===== src/rtl/retire_pkg.sv =====
// Shared processor types for the in-order retirement stage: ROB entry layout,
// control bits, the retire FSM state encoding and tag arithmetic.
package retire_pkg;

  localparam int ROB_SIZE_DEFAULT = 16;

  typedef logic [31:0] MemoryWord;

  typedef struct packed {
    logic regwr;
    logic memwr;
    logic flush;
    logic branch_prediction;
  } control_bits;

  typedef struct packed {
    MemoryWord   value;
    logic        ready;
    logic [4:0]  dest_reg;
    logic [31:0] store_addr;
    logic [31:0] redirect_pc;
    control_bits ctrl_bits;
  } rob_entry;

  typedef enum logic [1:0] {
    RUN        = 2'd0,
    STORE_WAIT = 2'd1,
    FLUSH      = 2'd2
  } retire_state_t;

  // Tags run 1..rob_size; tag 0 is reserved as "no tag".
  function automatic logic [31:0] next_tag(input logic [31:0] tag, input int rob_size);
    logic [31:0] last;
    last = 32'(rob_size);
    return (tag == last) ? 32'd1 : tag + 32'd1;
  endfunction

endpackage


===== src/rtl/retire.sv =====
// In-order retirement stage: commits the ROB head to the register file,
// performs the store handshake for memory writes and redirects on flush.
module retire
  import retire_pkg::*;
#(
  parameter int ROB_SIZE = ROB_SIZE_DEFAULT
) (
  input  logic        clk,
  input  logic        reset,
  input  rob_entry    rob_head_entry,
  input  logic        rob_empty,
  output logic [31:0] head_tag,
  output logic        retire_valid,
  output logic [31:0] retire_tag,
  output logic        rf_we,
  output logic [4:0]  rf_waddr,
  output MemoryWord   rf_wdata,
  output logic        mt_clear,
  output logic [4:0]  mt_clear_reg,
  output logic [31:0] mt_clear_tag,
  output logic        store_req,
  output logic [31:0] store_addr,
  output MemoryWord   store_data,
  input  logic        store_ack,
  output logic        flush,
  output logic [31:0] flush_pc,
  output logic [31:0] retired_count
);

  retire_state_t state_reg, state_next;
  logic [31:0]   head_reg, head_next;
  logic [31:0]   count_reg, count_next;

  logic          retire_valid_reg, retire_valid_next;
  logic [31:0]   retire_tag_reg, retire_tag_next;
  logic          rf_we_reg, rf_we_next;
  logic [4:0]    rf_waddr_reg, rf_waddr_next;
  MemoryWord     rf_wdata_reg, rf_wdata_next;
  logic          mt_clear_reg_q, mt_clear_next;
  logic [4:0]    mt_clear_dest_reg, mt_clear_dest_next;
  logic [31:0]   mt_clear_tag_reg, mt_clear_tag_next;
  logic          store_req_reg, store_req_next;
  logic [31:0]   store_addr_reg, store_addr_next;
  MemoryWord     store_data_reg, store_data_next;
  logic          flush_reg, flush_next;
  logic [31:0]   flush_pc_reg, flush_pc_next;

  logic          eligible;
  logic          retire_go;
  logic          unused_bits;

  // The prediction bit only matters to the front end; retirement ignores it.
  assign unused_bits = rob_head_entry.ctrl_bits.branch_prediction;

  assign eligible = !rob_empty && rob_head_entry.ready;

  always_comb begin
    state_next         = state_reg;
    head_next          = head_reg;
    count_next         = count_reg;
    store_req_next     = store_req_reg;
    store_addr_next    = store_addr_reg;
    store_data_next    = store_data_reg;
    retire_valid_next  = 1'b0;
    retire_tag_next    = '0;
    rf_we_next         = 1'b0;
    rf_waddr_next      = '0;
    rf_wdata_next      = '0;
    mt_clear_next      = 1'b0;
    mt_clear_dest_next = '0;
    mt_clear_tag_next  = '0;
    flush_next         = 1'b0;
    flush_pc_next      = '0;
    retire_go          = 1'b0;

    unique case (state_reg)
      RUN: begin
        if (eligible) begin
          if (rob_head_entry.ctrl_bits.memwr) begin
            // Stores retire only once memory has accepted them.
            store_req_next  = 1'b1;
            store_addr_next = rob_head_entry.store_addr;
            store_data_next = rob_head_entry.value;
            state_next      = STORE_WAIT;
          end else begin
            retire_go = 1'b1;
          end
        end
      end
      STORE_WAIT: begin
        if (store_ack) begin
          store_req_next = 1'b0;
          retire_go      = 1'b1;
        end
      end
      FLUSH: begin
        if (rob_empty) begin
          state_next = RUN;
        end
      end
      default: begin
        state_next = RUN;
      end
    endcase

    if (retire_go) begin
      retire_valid_next = 1'b1;
      retire_tag_next   = head_reg;
      if (rob_head_entry.ctrl_bits.regwr) begin
        rf_we_next         = 1'b1;
        rf_waddr_next      = rob_head_entry.dest_reg;
        rf_wdata_next      = rob_head_entry.value;
        mt_clear_next      = 1'b1;
        mt_clear_dest_next = rob_head_entry.dest_reg;
        mt_clear_tag_next  = head_reg;
      end
      if (rob_head_entry.ctrl_bits.flush) begin
        flush_next    = 1'b1;
        flush_pc_next = rob_head_entry.redirect_pc;
        state_next    = FLUSH;
      end else begin
        state_next = RUN;
      end
      head_next  = next_tag(head_reg, ROB_SIZE);
      count_next = count_reg + 32'd1;
    end
  end

  always_ff @(posedge clk) begin
    if (reset) begin
      state_reg         <= RUN;
      head_reg          <= 32'd1;
      count_reg         <= '0;
      retire_valid_reg  <= 1'b0;
      retire_tag_reg    <= '0;
      rf_we_reg         <= 1'b0;
      rf_waddr_reg      <= '0;
      rf_wdata_reg      <= '0;
      mt_clear_reg_q    <= 1'b0;
      mt_clear_dest_reg <= '0;
      mt_clear_tag_reg  <= '0;
      store_req_reg     <= 1'b0;
      store_addr_reg    <= '0;
      store_data_reg    <= '0;
      flush_reg         <= 1'b0;
      flush_pc_reg      <= '0;
    end else begin
      state_reg         <= state_next;
      head_reg          <= head_next;
      count_reg         <= count_next;
      retire_valid_reg  <= retire_valid_next;
      retire_tag_reg    <= retire_tag_next;
      rf_we_reg         <= rf_we_next;
      rf_waddr_reg      <= rf_waddr_next;
      rf_wdata_reg      <= rf_wdata_next;
      mt_clear_reg_q    <= mt_clear_next;
      mt_clear_dest_reg <= mt_clear_dest_next;
      mt_clear_tag_reg  <= mt_clear_tag_next;
      store_req_reg     <= store_req_next;
      store_addr_reg    <= store_addr_next;
      store_data_reg    <= store_data_next;
      flush_reg         <= flush_next;
      flush_pc_reg      <= flush_pc_next;
    end
  end

  assign head_tag      = head_reg;
  assign retired_count = count_reg;
  assign retire_valid  = retire_valid_reg;
  assign retire_tag    = retire_tag_reg;
  assign rf_we         = rf_we_reg;
  assign rf_waddr      = rf_waddr_reg;
  assign rf_wdata      = rf_wdata_reg;
  assign mt_clear      = mt_clear_reg_q;
  assign mt_clear_reg  = mt_clear_dest_reg;
  assign mt_clear_tag  = mt_clear_tag_reg;
  assign store_req     = store_req_reg;
  assign store_addr    = store_addr_reg;
  assign store_data    = store_data_reg;
  assign flush         = flush_reg;
  assign flush_pc      = flush_pc_reg;

endmodule


===== config.mk =====
export PLATFORM = sky130hd
export DESIGN_NAME = retire
export DESIGN_NICKNAME = d
export VERILOG_FILES = /design/src/rtl/retire_pkg.sv /design/src/rtl/retire.sv
export SDC_FILE = /design/constraint.sdc
export NUM_CORES = 1
export LEC_CHECK = 0
export BUFFER_PORTS_ARGS = -buffer_cell sky130_fd_sc_hd__buf_2
export CAP_MARGIN = 15
export CELL_PAD_IN_SITES_DETAIL_PLACEMENT = 1
export CELL_PAD_IN_SITES_GLOBAL_PLACEMENT = 1
export CORE_ASPECT_RATIO = 1.25
export CORE_UTILIZATION = 31
export CTS_CLUSTER_DIAMETER = 200
export DETAILED_ROUTE_END_ITERATION = 7
export GPL_ROUTABILITY_DRIVEN = 0
export PLACE_DENSITY = 0.8
export SETUP_SLACK_MARGIN = 0.5
export SYNTH_ARGS = -nofsm -noshare
export SYNTH_HDL_FRONTEND = slang
export SYNTH_SLANG_ARGS = --single-unit

===== constraint.sdc =====
create_clock -name clk -period 1.8 [get_ports clk]
set_input_delay 0.18 -clock clk [delete_from_list [all_inputs] [get_ports clk]]
set_output_delay 0.18 -clock clk [all_outputs]
set_load 0.1 [all_outputs]

Word-level counts from Yosys, hierarchy flattened
Index checks and enable logic that the tools add are counted.

storage, ports and cells
  word-level logic and storage cells = 57
  output and inout bits = 271
  flip-flop bits (word level) = 267

operators by class
  mux-type cells = 18
  $add $sub $neg = 2
  reductions and logical operators = 10
  eq/ne operators = 10
  bitwise operators = 3

operator list
  operator                                                                number
  32-bit by 1-bit adder with 32-bit output, second input constant         2
  32-bit by 5-bit equality test with 1-bit output, second input constant  1
  32-bit two-way mux                                                      1
  2-bit two-way mux                                                       5
  1-bit two-way mux                                                       9
  3-bit != test, second input constant                                    3
  2-bit != test, second input constant                                    4
  4-bit AND reduction                                                     2
  2-bit one-hot mux with 3 select lines                                   1
  3-bit OR reduction                                                      2
  1-bit one-hot mux with 2 select lines                                   2
  1-bit inverter                                                          3
  3-bit AND reduction                                                     1
  2-bit by 1-bit equality test with 1-bit output, second input constant   1
  2-bit equality test, second input constant                              1
  2-bit zero test                                                         1
  2-bit nonzero test                                                      1
  2-bit OR reduction                                                      1
  1-bit logical AND                                                       1
  1-bit zero test                                                         1

Logic depth before layout (Yosys ltp)
Gate-level depths: netlist (run 1).

  depth after elaboration = 6
  gate-level depth with buffers = 8
  mapped depth without buffers = 7

Least setup slack after synthesis (run 1)
No wires, ideal clock.

  path kind = register -> register
  from = register count_reg[17] (netlist: retired_count[17])
  to = register count_reg[29] (netlist: retired_count[29])
  data arrival time = 2.506 ns
  path slack = -0.776 ns
  path buffers = 1
  stages on the path, launching flop included = 7
  clock period less this slack = 2.576 ns
  setup time = 0.070 ns
  path through = dfxtp_1 and4_1 clkbuf_1 and4_1 nand4_1 or4_1 a21oi_1

on the way
  cells in the longest elaborated chain, start to end = 1

RTL lines
  what                                      RTL line       text
  start: declaration                        retire.sv:32   logic [31:0] count_reg, count_next;
  start signal: assignment                  retire.sv:150  count_reg <= count_next;
  32-bit by 1-bit adder with 32-bit output  retire.sv:125  count_next = count_reg + 32'd1;

No other way between the ends.
A chain may end at the register's enable or synchronous reset.

Final worst setup path (run 1)
  from = register state_reg[0]
  to = register head_reg[20] (netlist: head_tag[20])

on the way
  cells in the longest elaborated chain, start to end = 2

RTL lines
  what                                                                               RTL line       text
  start: declaration                                                                 retire.sv:30   retire_state_t state_reg, state_next;
  start signal: assignment                                                           retire.sv:148  state_reg <= state_next;
  2-bit by 1-bit equality test with 1-bit output or 2-bit zero test (tied branches)  retire.sv:76   unique case (state_reg)
  1-bit one-hot mux with 2 select lines *                                            retire.sv:76
  end signal: assignment                                                             retire.sv:149  head_reg <= head_next;
  end: declaration                                                                   retire.sv:31   logic [31:0] head_reg, head_next;

Mark *: on every way between the ends. The rest lies on a longest branch, timed or not.

==> results by group, run 1 <==
Power and ir drop
  • Peak VDD IR: 0.737 mV
  • LEAKAGE: 7.60 nW
  • Power per cell area: 840 nW/um2

Outcome
  • Status: finished, violations left
  • Failing checks: negative setup slack

Timing
  • Worst hold slack: 0.0285 ns
  • FMAX: 504 MHz
  • Final hold violation count: 0
  • Worst-margin pin slew: 0.547 ns
  • Tmin final: 1.99 ns
  • RSZ-0062 raised after global routing: true
  • Setup Viol. Count Final: 178
  • Setup ws final: -0.186 ns
  • Clock skew: 0.0135 ns
  • Relative slew slack: 0.638
  • Max-slew violation count: 0
  • Final Cycle Share: 1.10

Die
  • IO Count: 381
  • Die ar.: 30100 um2
  • Die Y-Extent: 194 um
  • Area of the core: 28700 um2
  • Die Width: 155 um
  • Initial core utilization: 0.318
  • Row count: 69

Drt
  • Metal3 WL: 2500 um
  • Highest metal used: met5
  • Starting DRC count in detailed routing: 387
  • Routed met1 length: 15800 um
  • Via-to-Cell Ratio: 5.04
  • Drt pass-1 iters: 5
  • Final ANT Viol Nets: 0
  • Wire per inst: 23.0 um
  • Total Wirelength: 44400 um
  • Routed via count: 9748
  • DRC violations left: 0
  • Metal2 WL: 23600 um

Synthesis
  • Sequential element share of the synthesized area: 0.587
  • Proportion of netlist area held by the largest area contributor: 0.587
  • Synth top area cells: dfxtp_1, and3_1, nand2_1, a21oi_1, nor2_1
  • Async set or reset register ratio after synthesis: 0
  • Mean Syn Cell Area: 9.47 um2
  • Unique masters post-synth: 47
  • Post-synthesis instance area: 9110 um2
  • Synth Register Bits: 267
  • Synth warn: 0
  • Post-synth EDFFs: 0
  • Post-synth top area cell: dfxtp_1
  • Post-synthesis cell count: 962
  • Main synth FF type: dfxtp_1
  • Post-synth net total: 1075

Global routing
  • First-pass GRT wire length: 58800 um
  • Initial antenna violation count: 7
  • GR Overflow Total: 0
  • Largest net degree at the start of global routing: 73
  • Vias in the first global route: 10.4k
  • GRT Util Overall: 0.251

Cells and area
  • Layout cells sized above 1: 0.511
  • Core Util, Final: 0.572
  • Area Overhead vs Synth: 79.8%
  • Nets: 1633
  • Most common cell after layout, fill and taps aside: buf_2
  • Most frequent cells in the layout: buf_2, dfxtp_1, nand2_1, dlygate4sd3_1, and3_1

Hold path
  • Hold Startpoint: store_ack
  • Hold EP: state_reg[0]
  • Hold crit path type: input pin to flop
  • Hold path cells: 4

Place
  • Dpl ws: -0.194 ns
  • HPWL Detailed: 21100 um
  • IO Port Bufs: 379

Worst setup path
  • R2R Path Start: state_reg[0]
  • Reg2reg end: head_tag[20]
  • Worst path arrival time: 2.42 ns
  • CP Max Fanout: 9
  • Worst EP required: 2.24 ns
  • Startpoint types: flop
  • Critical Path End Type: flop
  • WS Path Type: flop to flop
  • R2R depth: 7
  • R2R setup slack: -0.19 ns

Clock network
  • CTS root buf: clkbuf_16
  • Clock latency on the worst-skew pair: 0.54 ns
  • Clock Path Buffers: 3
  • Clk sinks: 267
  • Clock slew at reported path FFs: 0.06 ns
  • Htree depth: 1
  • TritonCTS Buffers: 27
  • CTS tree: built

Run
  • Max_cap viols: 0
-- cells by family after synthesis --
group,after synthesis,share of synthesized area
AND/OR/NAND/NOR,460,0.260
adder cells (fa/ha/maj),3,0.00412
multiplexers,1,0.00110
AO/OA/AOI/OAI,100,0.0614
XOR/XNOR,51,0.0490
buffers and inverters,80,0.0379
flip-flops,267,0.587
-- critical path, stage by stage, from the launching register on --
cell	delay, ns
dfxtp_2	0.32
or4b_4	0.55
a211oi_2	0.24
buf_4	0.17
buf_6	0.14
nand4_1	0.16
xor2_2	0.24
nor2_4	0.05
-- Yosys cell counts, drive strengths merged (7+ instances only) --
master	instances
dfxtp	267
nand2	147
and3	109
a21oi	79
nor2	67
clkbuf	54
and2	39
xor2	27
xnor2	24
nand4	21
nand3	20
buf	16
nor4	14
inv	10
nor3	10
and4	9
o21ai	9
or3	7
-- stage by stage --
| stage | setup TNS, ns | instance area [um2] | std cells | power, mW |
|---|---|---|---|---|
| 2_1_floorplan | -4.96 | 9540 | 962 | 6.94 |
| 3_3_place_gp | -4.86 | 11900 | 1703 | 7.27 |
| 3_5_place_dp | -11.20 | 11900 | 1703 | 7.29 |
| 4_1_cts | -10.90 | 15000 | 1896 | 13.6 |
| 5_1_grt | -28.65 | 16400 | 1933 | 14.2 |
| 6_report | -19.48 | 16400 | 1935 | 13.8 |
-- metal layers --
| layer | global-route usage | up-vias |
|---|---|---|
| li1 | - | 4364 |
| met1 | 0.268 | 4789 |
| met2 | 0.469 | 437 |
| met3 | 0.0476 | 156 |
| met4 | 0.120 | 2 |
| met5 | 0 | - |
-- where the power goes --
part	leakage [nW]	switching (mW)	total [mW]	internal, mW
sequential	2.20	0.0692	5.99	5.92
clock	0.462	2.51	6.04	3.53
combinational	4.93	1.13	1.75	0.620
-- final cells by class --
| class | instances | area (um2) |
|---|---|---|
| multi-input combinational | 615 | 4380 |
| tap | 390 | 488 |
| fill | 3086 | 12300 |
| clock inverter | 9 | 131 |
| antenna | 6 | 15.0 |
| inverter | 10 | 37.5 |
| timing repair buffer | 599 | 4970 |
| sequential | 267 | 5560 |
| clock buffer | 39 | 802 |
-- how the worst max path moves through the flow --
stage                     slack [ns]  cells after the start                end         start
after global placement         -0.17                      6  retired_count[29]     rob_empty
after CTS                      -0.15                      7       head_tag[22]  state_reg[0]
final                          -0.19                      7       head_tag[20]  state_reg[0]
after floorplan                -0.15                      6  retired_count[29]  state_reg[0]
after detailed placement       -0.19                      6  retired_count[29]     rob_empty
after global routing           -0.24                      9       head_tag[14]  state_reg[0]
-- repair_timing --
action / 4_1_cts / 5_1_grt
endpoints found under the setup margin: 535 / 536
buffers inserted: 28 / 21
gates cloned: 16 / 12
gates resized for setup: 120 / 250
pin swaps: 54 / 63
hold buffers: 101 / 0
hold endpoints to repair: 133 / 0
No activity file was read; power rests on OpenSTA's default activity.
==> run 2: changes to the inputs <==
--- a/config.mk
+++ b/config.mk
@@ -7,14 +7,11 @@
 export LEC_CHECK = 0
 export BUFFER_PORTS_ARGS = -buffer_cell sky130_fd_sc_hd__buf_2
 export CAP_MARGIN = 15
-export CELL_PAD_IN_SITES_DETAIL_PLACEMENT = 1
-export CELL_PAD_IN_SITES_GLOBAL_PLACEMENT = 1
-export CORE_ASPECT_RATIO = 1.25
-export CORE_UTILIZATION = 31
+export CORE_UTILIZATION = 43
 export CTS_CLUSTER_DIAMETER = 200
 export DETAILED_ROUTE_END_ITERATION = 7
 export GPL_ROUTABILITY_DRIVEN = 0
-export PLACE_DENSITY = 0.8
+export PLACE_DENSITY = 0.81
 export SETUP_SLACK_MARGIN = 0.5
 export SYNTH_ARGS = -nofsm -noshare
 export SYNTH_HDL_FRONTEND = slang
==> results by group, run 2 (synthesis results as in run 1) <==
Outcome
  • Status: finished, violations left (unchanged)
  • Failing checks: negative setup slack (unchanged)

Power and ir drop
  • Sequential power share: 0.452 (was 0.435)
  • Int Power: 9.71 mW (was 10.1 mW)
  • Switching Fraction: 0.268 (was 0.269)
  • Switch Pwr: 3.55 mW (was 3.71 mW)
  • Clock share of power: 0.421 (was 0.438)
  • Peak VDD IR: 0.609 mV (was 0.737 mV)
  • Power per cell area: 861 nW/um2 (was 840 nW/um2)
  • Combinational power share: 0.127 (about the same)
  • LEAKAGE: 7.42 nW (was 7.60 nW)

Cells and area
  • Cell Count, Final, Fillers Out: 1804 (was 1935)
  • Post-route design area: 15400 um2 (was 16400 um2)
  • Most common cell after layout, fill and taps aside: buf_2 (unchanged)
  • Area Overhead vs Synth: 69.1% (was 79.8%)
  • Nets: 1625 (was 1633)
  • Layout cells sized above 1: 0.470 (was 0.511)
  • Most frequent cells in the layout: buf_2, dfxtp_1, nand2_1, and3_1, dlygate4sd3_1 (was buf_2, dfxtp_1, nand2_1, dlygate4sd3_1, and3_1)

Clock network
  • Clock slew at reported path FFs: 0.06 ns (about the same)
  • Htree depth: 1 (unchanged)
  • TritonCTS Buffers: 27 (unchanged)
  • Clk sinks: 267 (unchanged)
  • Clock Path Buffers: 3 (unchanged)
  • Clock latency on the worst-skew pair: 0.53 ns (was 0.54 ns)
  • CTS root buf: clkbuf_16 (unchanged)
  • CTS tree: built (unchanged)

Die
  • IO Count: 381 (unchanged)
  • Die ar.: 21800 um2 (was 30100 um2)
  • Area of the core: 20500 um2 (was 28700 um2)
  • Die Width: 148 um (was 155 um)
  • Row count: 52 (was 69)
  • Die Y-Extent: 148 um (was 194 um)
  • Initial core utilization: 0.445 (was 0.318)

Place
  • Cell Area, Placed: 11900 um2 (about the same)
  • Placed cells: 1590 (was 1703)
  • IO Port Bufs: 379 (unchanged)
  • HPWL Detailed: 18900 um (was 21100 um)

Timing
  • Clock skew: 0.0166 ns (was 0.0135 ns)
  • Tmin final: 1.98 ns (was 1.99 ns)
  • Setup Viol. Count Final: 220 (was 178)
  • Final hold violation count: 0 (unchanged)
  • Final Cycle Share: 1.10 (about the same)
  • Max-slew violation count: 0 (unchanged)
  • Setup ws final: -0.183 ns (was -0.186 ns)
  • RSZ-0062 raised after global routing: true (unchanged)
  • Relative slew slack: 0.643 (was 0.638)
  • Worst-margin pin slew: 0.539 ns (was 0.547 ns)
  • FMAX: 504 MHz (about the same)

Worst setup path
  • CP Max Fanout: 7 (was 9)
  • Critical Path End Type: flop (unchanged)
  • Crit-path leading delay family: simple AND/OR/NAND/NOR gates (unchanged)
  • WS Path Type: flop to flop (unchanged)
  • CP max stage cell: or4b_4 (unchanged)
  • Most used cell, CP: buf_12
  • Buf/Inv on CP: 4 (was 2)
  • Startpoint types: flop (unchanged)
  • Crit path cell chain: or4b_4, buf_12, a21oi_4, nor2b_4, buf_6, buf_12, clkbuf_16, and3_1 (was or4b_4, a211oi_2, buf_4, buf_6, nand4_1, xor2_2, nor2_4)
  • Worst EP required: 2.27 ns (was 2.24 ns)
  • Worst path arrival time: 2.45 ns (was 2.42 ns)
  • Slowest stage delay, CP: 0.54 ns (was 0.55 ns)

Global routing
  • Vias in the first global route: 9402 (was 10.4k)
  • Largest net degree at the start of global routing: 71 (was 73)
  • GRT Util Overall: 0.302 (was 0.251)
  • GR Overflow Total: 0 (unchanged)
  • Initial antenna violation count: 1 (was 7)
  • First-pass GRT wire length: 51900 um (was 58800 um)

Drt
  • Total Wirelength: 38200 um (was 44400 um)
  • Via-to-Cell Ratio: 5.51 (was 5.04)
  • DRC violations left: 0 (unchanged)
  • Routed via count: 9947 (was 9748)
  • Drt pass-1 iters: 5 (unchanged)
  • Final ANT Viol Nets: 0 (unchanged)
  • Wire per inst: 21.2 um (was 23.0 um)
  • Starting DRC count in detailed routing: 674 (was 387)

Hold path
  • Hold crit path type: input pin to flop (unchanged)

Run
  • Max_cap viols: 0 (unchanged)
==> run 2: worst paths after layout <==
path | slack [ns] | from | cells past startpoint | endpoint
hold reg to reg | 0.45 | store_data[17] | 2 | store_data[17]
setup reg to reg | -0.18 | state_reg[0] | 8 | mt_clear_tag[7]
hold / removal | 0.07 | reset | 2 | retired_count[0]
setup / recovery | -0.18 | state_reg[0] | 8 | mt_clear_tag[7]
==> run 2: cell type report <==
cell class / instances / area (um2)
Sequential cell: 267 / 5520
Fill cell: 1187 / 5080
Clock buffer: 38 / 788
Antenna cell: 3 / 7.51
Clock inverter: 10 / 82.6
Multi-Input combinational cell: 615 / 4130
Inverter: 10 / 37.5
Timing Repair Buffer: 591 / 4500
Tap cell: 270 / 338
==> run 2: power groups by stage <==
stage	Clock (mW)	Combinational (mW)	Sequential, mW
global route	5.87	1.73	6.00
floorplan	0	0.254	6.69
global placement	0	1.18	6.11
finish	5.58	1.69	5.99
CTS	5.56	1.51	5.98
detailed placement	0	1.19	6.11
==> run 2: stage by stage <==
step	TNS, ns	power [mW]	worst slack [ns]	util	hold slack, ns
floorplan	-4.96	6.94	-0.150	-	0.316
global placement	-0.826	7.28	-0.144	0.581	0.413
detailed placement	-1.35	7.29	-0.184	0.581	0.414
CTS	-9.29	13.0	-0.113	0.715	0.0432
global route	-33.11	13.6	-0.229	0.752	0.0869
finish	-24.28	13.3	-0.183	0.752	0.0732
==> run 2: metal layers <==
metal	track usage	wire length, um
met3	0.0614	3850
met1	0.338	13100
met5	0	0
met2	0.541	19200
met4	0.153	2050
==> run 2: what timing repair did <==
| item | 4_1_cts | 5_1_grt |
|---|---|---|
| gates resized for setup | 94 | 110 |
| buffers inserted | 30 | 16 |
| cloned | 8 | 8 |
| pin swaps | 33 | 45 |
| hold buffers | 101 | 0 |
| endpoints found under the hold margin | 133 | 0 |
| endpoints found under the setup margin | 535 | 536 |
